[config.mk]
export PLATFORM = sky130hd
export DESIGN_NAME = hazard_stall_ctrl_flat
export DESIGN_NICKNAME = d
export VERILOG_FILES = /design/src/rtl/hazard_stall_ctrl_if.sv /design/src/rtl/hazard_stall_ctrl.sv /design/src/flat_wrapper.sv
export SDC_FILE = /design/constraint.sdc
export NUM_CORES = 1
export LEC_CHECK = 0
export CAP_MARGIN = 0
export CELL_PAD_IN_SITES_DETAIL_PLACEMENT = 1
export CELL_PAD_IN_SITES_GLOBAL_PLACEMENT = 1
export CORE_AREA = 8 8 93 95
export DETAILED_ROUTE_END_ITERATION = 8
export DIE_AREA = 0 0 101 103
export PLACE_DENSITY = 0.89
export SLEW_MARGIN = 10
export SYNTH_ARGS = -nofsm -noshare
export SYNTH_HDL_FRONTEND = slang
export SYNTH_SLANG_ARGS = --single-unit
[constraint.sdc]
create_clock -name clk -period 5.15 [get_ports clk]
set_input_delay 1.2875 -clock clk [delete_from_list [all_inputs] [get_ports clk]]
set_output_delay 1.2875 -clock clk [all_outputs]
set_load 0.02 [all_outputs]
[src/rtl/hazard_stall_ctrl_if.sv]
// rtl/hazard_stall_ctrl_if.sv - pipeline-stage instruction words in, stall/flush/busy/perf status out
interface hazard_stall_ctrl_if;
    logic [31:0] instrD;
    logic [31:0] instrE;
    logic [31:0] instrM;
    logic        stall;
    logic        flush_E;
    logic        md_busy;
    logic [31:0] stall_cycles;

    modport master (
        output instrD, instrE, instrM,
        input  stall, flush_E, md_busy, stall_cycles
    );

    modport slave (
        input  instrD, instrE, instrM,
        output stall, flush_E, md_busy, stall_cycles
    );
endinterface

[src/rtl/hazard_stall_ctrl.sv]
// rtl/hazard_stall_ctrl.sv - MIPS hazard stall/flush controller with mult/div busy window
// Optional stall performance counter enabled by defining STALL_PERF_CNT_EN.
module hctrl (
    input  logic [31:0] instr_i,
    output logic [4:0]  rs_o,
    output logic [4:0]  rt_o,
    output logic [4:0]  dst_o,
    output logic        load_o,
    output logic        store_o,
    output logic        cal_i_o,
    output logic        cal_r_o,
    output logic        b_type_o,
    output logic        jr_o,
    output logic        jal_o,
    output logic        mult_o,
    output logic        div_o,
    output logic        md_use_o
);
    logic [5:0] op;
    logic [5:0] funct;
    logic       hilo_only;
    logic       unused_shamt;

    assign op           = instr_i[31:26];
    assign funct        = instr_i[5:0];
    assign rs_o         = instr_i[25:21];
    assign rt_o         = instr_i[20:16];
    assign unused_shamt = ^instr_i[10:6];

    always_comb begin
        load_o    = 1'b0;
        store_o   = 1'b0;
        cal_i_o   = 1'b0;
        cal_r_o   = 1'b0;
        b_type_o  = 1'b0;
        jr_o      = 1'b0;
        jal_o     = 1'b0;
        mult_o    = 1'b0;
        div_o     = 1'b0;
        hilo_only = 1'b0;
        case (op)
            6'h00: begin
                case (funct)
                    6'h08:        jr_o      = 1'b1;
                    6'h18, 6'h19: mult_o    = 1'b1;
                    6'h1a, 6'h1b: div_o     = 1'b1;
                    6'h11, 6'h13: hilo_only = 1'b1;
                    // mfhi/mflo write rd like any R-type and also touch HI/LO
                    6'h10, 6'h12: begin
                        cal_r_o   = 1'b1;
                        hilo_only = 1'b1;
                    end
                    default:      cal_r_o   = 1'b1;
                endcase
            end
            6'h03:                             jal_o    = 1'b1;
            6'h04, 6'h05, 6'h06, 6'h07:        b_type_o = 1'b1;
            6'h08, 6'h09, 6'h0a, 6'h0b,
            6'h0c, 6'h0d, 6'h0e, 6'h0f:        cal_i_o  = 1'b1;
            6'h20, 6'h21, 6'h23, 6'h24, 6'h25: load_o   = 1'b1;
            6'h28, 6'h29, 6'h2b:               store_o  = 1'b1;
            default: ;
        endcase
        md_use_o = hilo_only | mult_o | div_o;
        // jal's $31 write is always bypassed, so it never names a destination here
        if (load_o || cal_i_o)
            dst_o = instr_i[20:16];
        else if (cal_r_o)
            dst_o = instr_i[15:11];
        else
            dst_o = 5'd0;
    end
endmodule

module hazard_stall_ctrl #(
    parameter int unsigned MULT_CYC = 5,
    parameter int unsigned DIV_CYC  = 10
) (
    input  logic           clk,
    input  logic           reset,
    hazard_stall_ctrl_if.slave bus
);
    logic [4:0] rs_d, rt_d, dst_d_unused, rs_e, rt_e, dst_e, rs_m, rt_m, dst_m;
    logic load_d, store_d, cal_i_d, cal_r_d, b_d, jr_d, jal_d, mult_d, div_d, mdu_d;
    logic load_e, store_e, cal_i_e, cal_r_e, b_e, jr_e, jal_e, mult_e, div_e, mdu_e;
    logic load_m, store_m, cal_i_m, cal_r_m, b_m, jr_m, jal_m, mult_m, div_m, mdu_m;

    hctrl u_dec_d (.instr_i(bus.instrD), .rs_o(rs_d), .rt_o(rt_d), .dst_o(dst_d_unused),
        .load_o(load_d), .store_o(store_d), .cal_i_o(cal_i_d), .cal_r_o(cal_r_d),
        .b_type_o(b_d), .jr_o(jr_d), .jal_o(jal_d), .mult_o(mult_d), .div_o(div_d),
        .md_use_o(mdu_d));
    hctrl u_dec_e (.instr_i(bus.instrE), .rs_o(rs_e), .rt_o(rt_e), .dst_o(dst_e),
        .load_o(load_e), .store_o(store_e), .cal_i_o(cal_i_e), .cal_r_o(cal_r_e),
        .b_type_o(b_e), .jr_o(jr_e), .jal_o(jal_e), .mult_o(mult_e), .div_o(div_e),
        .md_use_o(mdu_e));
    hctrl u_dec_m (.instr_i(bus.instrM), .rs_o(rs_m), .rt_o(rt_m), .dst_o(dst_m),
        .load_o(load_m), .store_o(store_m), .cal_i_o(cal_i_m), .cal_r_o(cal_r_m),
        .b_type_o(b_m), .jr_o(jr_m), .jal_o(jal_m), .mult_o(mult_m), .div_o(div_m),
        .md_use_o(mdu_m));

    logic unused_dec;
    assign unused_dec = ^{dst_d_unused, jal_d, mult_d, div_d, rs_e, rt_e, store_e, b_e,
                          jr_e, jal_e, mdu_e, rs_m, rt_m, store_m, cal_i_m, cal_r_m, b_m,
                          jr_m, jal_m, mult_m, div_m, mdu_m};

    logic [3:0] md_cnt_q, md_cnt_d;
    logic       md_op_e, hit_rs_e, hit_rt_e, hit_rs_m, hit_rt_m;
    logic       s1, s2, s3, s4, stall;

    assign md_op_e = mult_e | div_e;
    assign bus.md_busy = (md_cnt_q != 4'd0);

    // Register 0 is excluded by requiring a nonzero destination on every match
    assign hit_rs_e = (dst_e != 5'd0) && (dst_e == rs_d);
    assign hit_rt_e = (dst_e != 5'd0) && (dst_e == rt_d);
    assign hit_rs_m = (dst_m != 5'd0) && (dst_m == rs_d);
    assign hit_rt_m = (dst_m != 5'd0) && (dst_m == rt_d);

    assign s1 = (b_d | jr_d) && (load_e | cal_i_e | cal_r_e) && (hit_rs_e || (b_d && hit_rt_e));
    assign s2 = (b_d | jr_d) && load_m && (hit_rs_m || (b_d && hit_rt_m));
    assign s3 = load_e && ((hit_rs_e && (cal_i_d | cal_r_d | load_d | store_d)) ||
                           (hit_rt_e && cal_r_d));
    assign s4 = mdu_d && (bus.md_busy || md_op_e);

    assign stall       = (s1 | s2 | s3 | s4) & ~reset;
    assign bus.stall   = stall;
    assign bus.flush_E = stall;

    always_comb begin
        md_cnt_d = md_cnt_q;
        if (div_e)
            md_cnt_d = DIV_CYC[3:0];
        else if (mult_e)
            md_cnt_d = MULT_CYC[3:0];
        else if (md_cnt_q != 4'd0)
            md_cnt_d = md_cnt_q - 4'd1;
    end

    always_ff @(posedge clk) begin
        if (reset)
            md_cnt_q <= 4'd0;
        else
            md_cnt_q <= md_cnt_d;
    end

`ifdef STALL_PERF_CNT_EN
    logic [31:0] stall_cycles_q, stall_cycles_d;

    always_comb begin
        stall_cycles_d = stall_cycles_q;
        if (stall && (stall_cycles_q != 32'hFFFF_FFFF))
            stall_cycles_d = stall_cycles_q + 32'd1;
    end

    always_ff @(posedge clk) begin
        if (reset)
            stall_cycles_q <= 32'd0;
        else
            stall_cycles_q <= stall_cycles_d;
    end

    assign bus.stall_cycles = stall_cycles_q;
`else
    assign bus.stall_cycles = 32'd0;
`endif
endmodule

[src/flat_wrapper.sv]
// flat-port wrapper written by rule: the top's interface ports become plain ports
module hazard_stall_ctrl_flat 
#(
    parameter int unsigned MULT_CYC = 5,
    parameter int unsigned DIV_CYC  = 10
)
  (clk, reset, bus_instrD, bus_instrE, bus_instrM, bus_stall, bus_flush_E, bus_md_busy, bus_stall_cycles);
  hazard_stall_ctrl_if bus_i ();
  input  logic clk;
  input  logic reset;
  input wire logic [$bits(bus_i.instrD)-1:0] bus_instrD;
  input wire logic [$bits(bus_i.instrE)-1:0] bus_instrE;
  input wire logic [$bits(bus_i.instrM)-1:0] bus_instrM;
  output wire logic [$bits(bus_i.stall)-1:0] bus_stall;
  output wire logic [$bits(bus_i.flush_E)-1:0] bus_flush_E;
  output wire logic [$bits(bus_i.md_busy)-1:0] bus_md_busy;
  output wire logic [$bits(bus_i.stall_cycles)-1:0] bus_stall_cycles;
  assign bus_i.instrD = bus_instrD;
  assign bus_i.instrE = bus_instrE;
  assign bus_i.instrM = bus_instrM;
  assign bus_stall = bus_i.stall;
  assign bus_flush_E = bus_i.flush_E;
  assign bus_md_busy = bus_i.md_busy;
  assign bus_stall_cycles = bus_i.stall_cycles;
  hazard_stall_ctrl #(.MULT_CYC(MULT_CYC), .DIV_CYC(DIV_CYC)) u_core (.clk(clk), .reset(reset), .bus(bus_i));
endmodule
==> results by group <==
Yosys
  • Synthesis warning total: 0
  • Avg Inst Size Synth: 7.09 sq um
  • Netlist cell types: 47
  • Synth top area cells: buf_4, xnor2_1, dfxtp_1, xor2_1, nor2_1
  • Synthesized flop and latch total: 4
  • Yosys top cell area share: between 10% and 20%
  • Post-synth ARST share: 0%
  • Seq/Total Area, Yosys: 6.41%
  • Count leader, synth: buf_4
  • Post-Syn Area: 1250 sq um
  • Most frequent cells after synthesis: buf_4, nor2_1, a21oi_1, xnor2_1, nand2_1
  • Cell accounting for the most synthesized area: buf_4
  • Post-synth EDFFs: 0
  • Main synth FF type: dfxtp_1
  • Post-synthesis cell count: 176

Cells and area
  • Most flop-heavy register: u_core.md_cnt_q
  • Post-layout util: 31.7%
  • Share of cells above drive strength 1: approximately a fifth
  • Largest register FFs: 4
  • Final nets: 378
  • Area growth from synthesis to layout: 81.0%
  • Top Registers: u_core.md_cnt_q (4)
  • Diode count: 0

Die
  • Die Area: 10400 sq um
  • Initial core utilization: 17.5%
  • Ports: between 100 and 150
  • DIE HEIGHT: roughly 100 um
  • Core area: 7140 sq um
  • Chip Width: ~100 um
  • # rows: 31

Global routing
  • Number of global-route vias before repair: 1756
  • GRT Util Overall: 9.78%
  • Largest net degree at the start of global routing: 8
  • Initial antenna violation count: 0
  • First-pass GRT wire length: 8130 um
  • Grt total ovfl: 0

Power
  • Clock network power share: 18.5%
  • PD cells: 165 nW/um^2
  • Post-route total power: approximately 0.00037 W
  • Psw: 0.000155 W
  • Maximum resistive drop on vdd: 97.9 uV
  • Pleak: 0.979 nW
  • Internal power: 0.000219 W
  • Switching Fraction: around two fifths
  • Sequential share of power: 14.2%
  • Comb pwr share: 67.2%

STA
  • Max-slew headroom: 58.3%
  • Fin. Hold Viols: 0
  • Clk_skew: 10.4 ps
  • Worst-Margin Slew: slightly above 600 ps
  • Hold slack: 574 ps
  • Count of final setup violators: 0
  • Slew Viols, Final: 0
  • Crit path time final: 4960 ps
  • Period Utilization, post-route: 96.2%
  • Peak Freq: 202 MHz
  • Final setup margin: 194 ps

Setup path
  • R2R Path Start: u_core.md_cnt_q[0]
  • Worst Path Max Fanout: 5
  • CP Class: input pin to output port
  • CP arrival: 3670 ps
  • Crit. End Element: output port
  • WP data required: 3860 ps
  • Startpoint types: input pin
  • Critical Path Start: bus_instrM[28]

Worst hold path
  • Hold Crit Class: register to register
  • Hold Crit Start: u_core.md_cnt_q[3]

Detailed routing
  • Routed WL: between 5000 and 6000 um
  • ANT nets after route: 0
  • Routed vias/inst: between 4 and 5
  • DRT Pass-1 Iters: 4
  • DRC Markers: 0
  • Vias after detailed routing: between 1500 and 2000
  • Initial DRC Count: 60
  • WL per Instance: approximately 15 um

Placement
  • Routability Congestion: 0.775
  • Hpwl dp: ~4800 um
  • Setup Slack @ Placement: -582 ps
  • Port Buf Inserts: 70

Clock tree
  • Total CTS buffers: 3
  • H-tree depth: 1
  • Clock root buffer: clkbuf_8
  • CTS max path bufs: 2
  • Worst skew pair latency: 230 ps
  • Clk sinks: 4
  • CTS clk-pin slew, worst paths: 40 ps
  • CTS tree: yes

Outcome
  • Outcome: finished, final reports clean

Run
  • Max Cap Viol: 0
[through the flow]
step	instances	TNS, ps	cell area, sq um
3_5_place_dp	371	-1160	2150
2_1_floorplan	207	0	1370
6_report	375	0	2260
3_3_place_gp	371	-1030	2150
4_1_cts	374	0	2190
5_1_grt	375	-14.0	2260
[power groups by stage]
stage | Clock (W) | Combinational (W) | Sequential, W
floorplan | 0 | 0.000155 | 0.0000509
global placement | 0 | 0.000235 | 0.0000523
detailed placement | 0 | 0.000247 | 0.0000528
CTS | 0.0000698 | 0.000248 | 0.0000532
global route | 0.0000729 | 0.000274 | 0.0000548
finish | 0.0000693 | 0.000251 | 0.0000532
[worst max-delay path: stages]
cell	delay (ps)
clkdlybuf4s50_1	420
or4_4	550
nor3_4	210
nand3_1	160
and2_1	200
xnor2_1	140
nor4_2	280
o21ai_2	130
o311ai_4	110
buf_6	170
[layer usage]
metal  share of wire, %  wire length, um  vias to the layer above  global-route usage [%]
met2                 56             3040                       56                    20.0
li1                   -                -                      774                       -
met3                5.7              312                        4                    2.57
met1                 38             2050                      757                    9.57
met4               0.95               52                        0                    1.95
met5                  0                0                        -                       0
[cells in the final DEF (no fill, tap or decap), types with 3 or more instances in the layout]
| cell | synthesis | final |
|---|---|---|
| a211oi_1 | 3 | 3 |
| xor2_1 | 7 | 7 |
| dlymetal6s2s_1 | 0 | 4 |
| buf_6 | 1 | 3 |
| xnor2_1 | 10 | 10 |
| nor2_1 | 16 | 16 |
| conb_1 | 1 | 32 |
| nand2b_1 | 4 | 4 |
| nor3_1 | 5 | 5 |
| nor2b_1 | 4 | 4 |
| buf_4 | 33 | 29 |
| clkdlybuf4s50_1 | 0 | 64 |
| nand3_1 | 5 | 5 |
| o21ai_0 | 8 | 8 |
| a22o_2 | 3 | 3 |
| and3_1 | 3 | 3 |
| o221ai_1 | 3 | 3 |
| inv_1 | 6 | 6 |
| dfxtp_1 | 4 | 4 |
| or3_1 | 4 | 4 |
| clkbuf_8 | 0 | 3 |
| a21oi_1 | 10 | 10 |
| nor4_2 | 1 | 3 |
| nand4_1 | 4 | 4 |
| nand2_1 | 9 | 9 |
[path summary, 6_finish.rpt]
path              depth (start not counted)  slack, ps                  to
hold reg to reg                           2        570  u_core.md_cnt_q[3]
setup reg to reg                          6       3840  u_core.md_cnt_q[0]
setup / recovery                         10        190         bus_flush_E
hold / removal                            2        570  u_core.md_cnt_q[3]
[layout make-up]
| class | instances | area, sq um |
|---|---|---|
| clock buffers | 3 | 41.3 |
| multi-input cells | 163 | 1050 |
| fillers | 890 | 4880 |
| inverters | 6 | 22.5 |
| flip-flops and latches | 4 | 80.1 |
| repair buffers | 100 | 942 |
| well taps | 99 | 124 |
[timing repair]
item | 4_1_cts | 5_1_grt
hold buffers | 0 | 0
gates resized for setup | 12 | 14
pin swaps | 0 | 5
endpoints found under the setup margin | 2 | 2
setup buffers | 0 | 1
[kinds of logic (layout without fill, tap and decap cells)]
kind of cell / count (synthesis) / count (layout) / share of synthesized area (%)
compound gates: 40 / 40 / 23.2
xor+xnor: 17 / 17 / 11.9
fa+ha+maj: 2 / 2 / 2.00
buf+inv: 40 / 109 / 22.5
flops: 4 / 4 / 6.41
mux: 1 / 1 / 0.802
other cells: 1 / 32 / 0.300
simple gates: 71 / 71 / 32.8
Power figures use the tool's default switching activity.
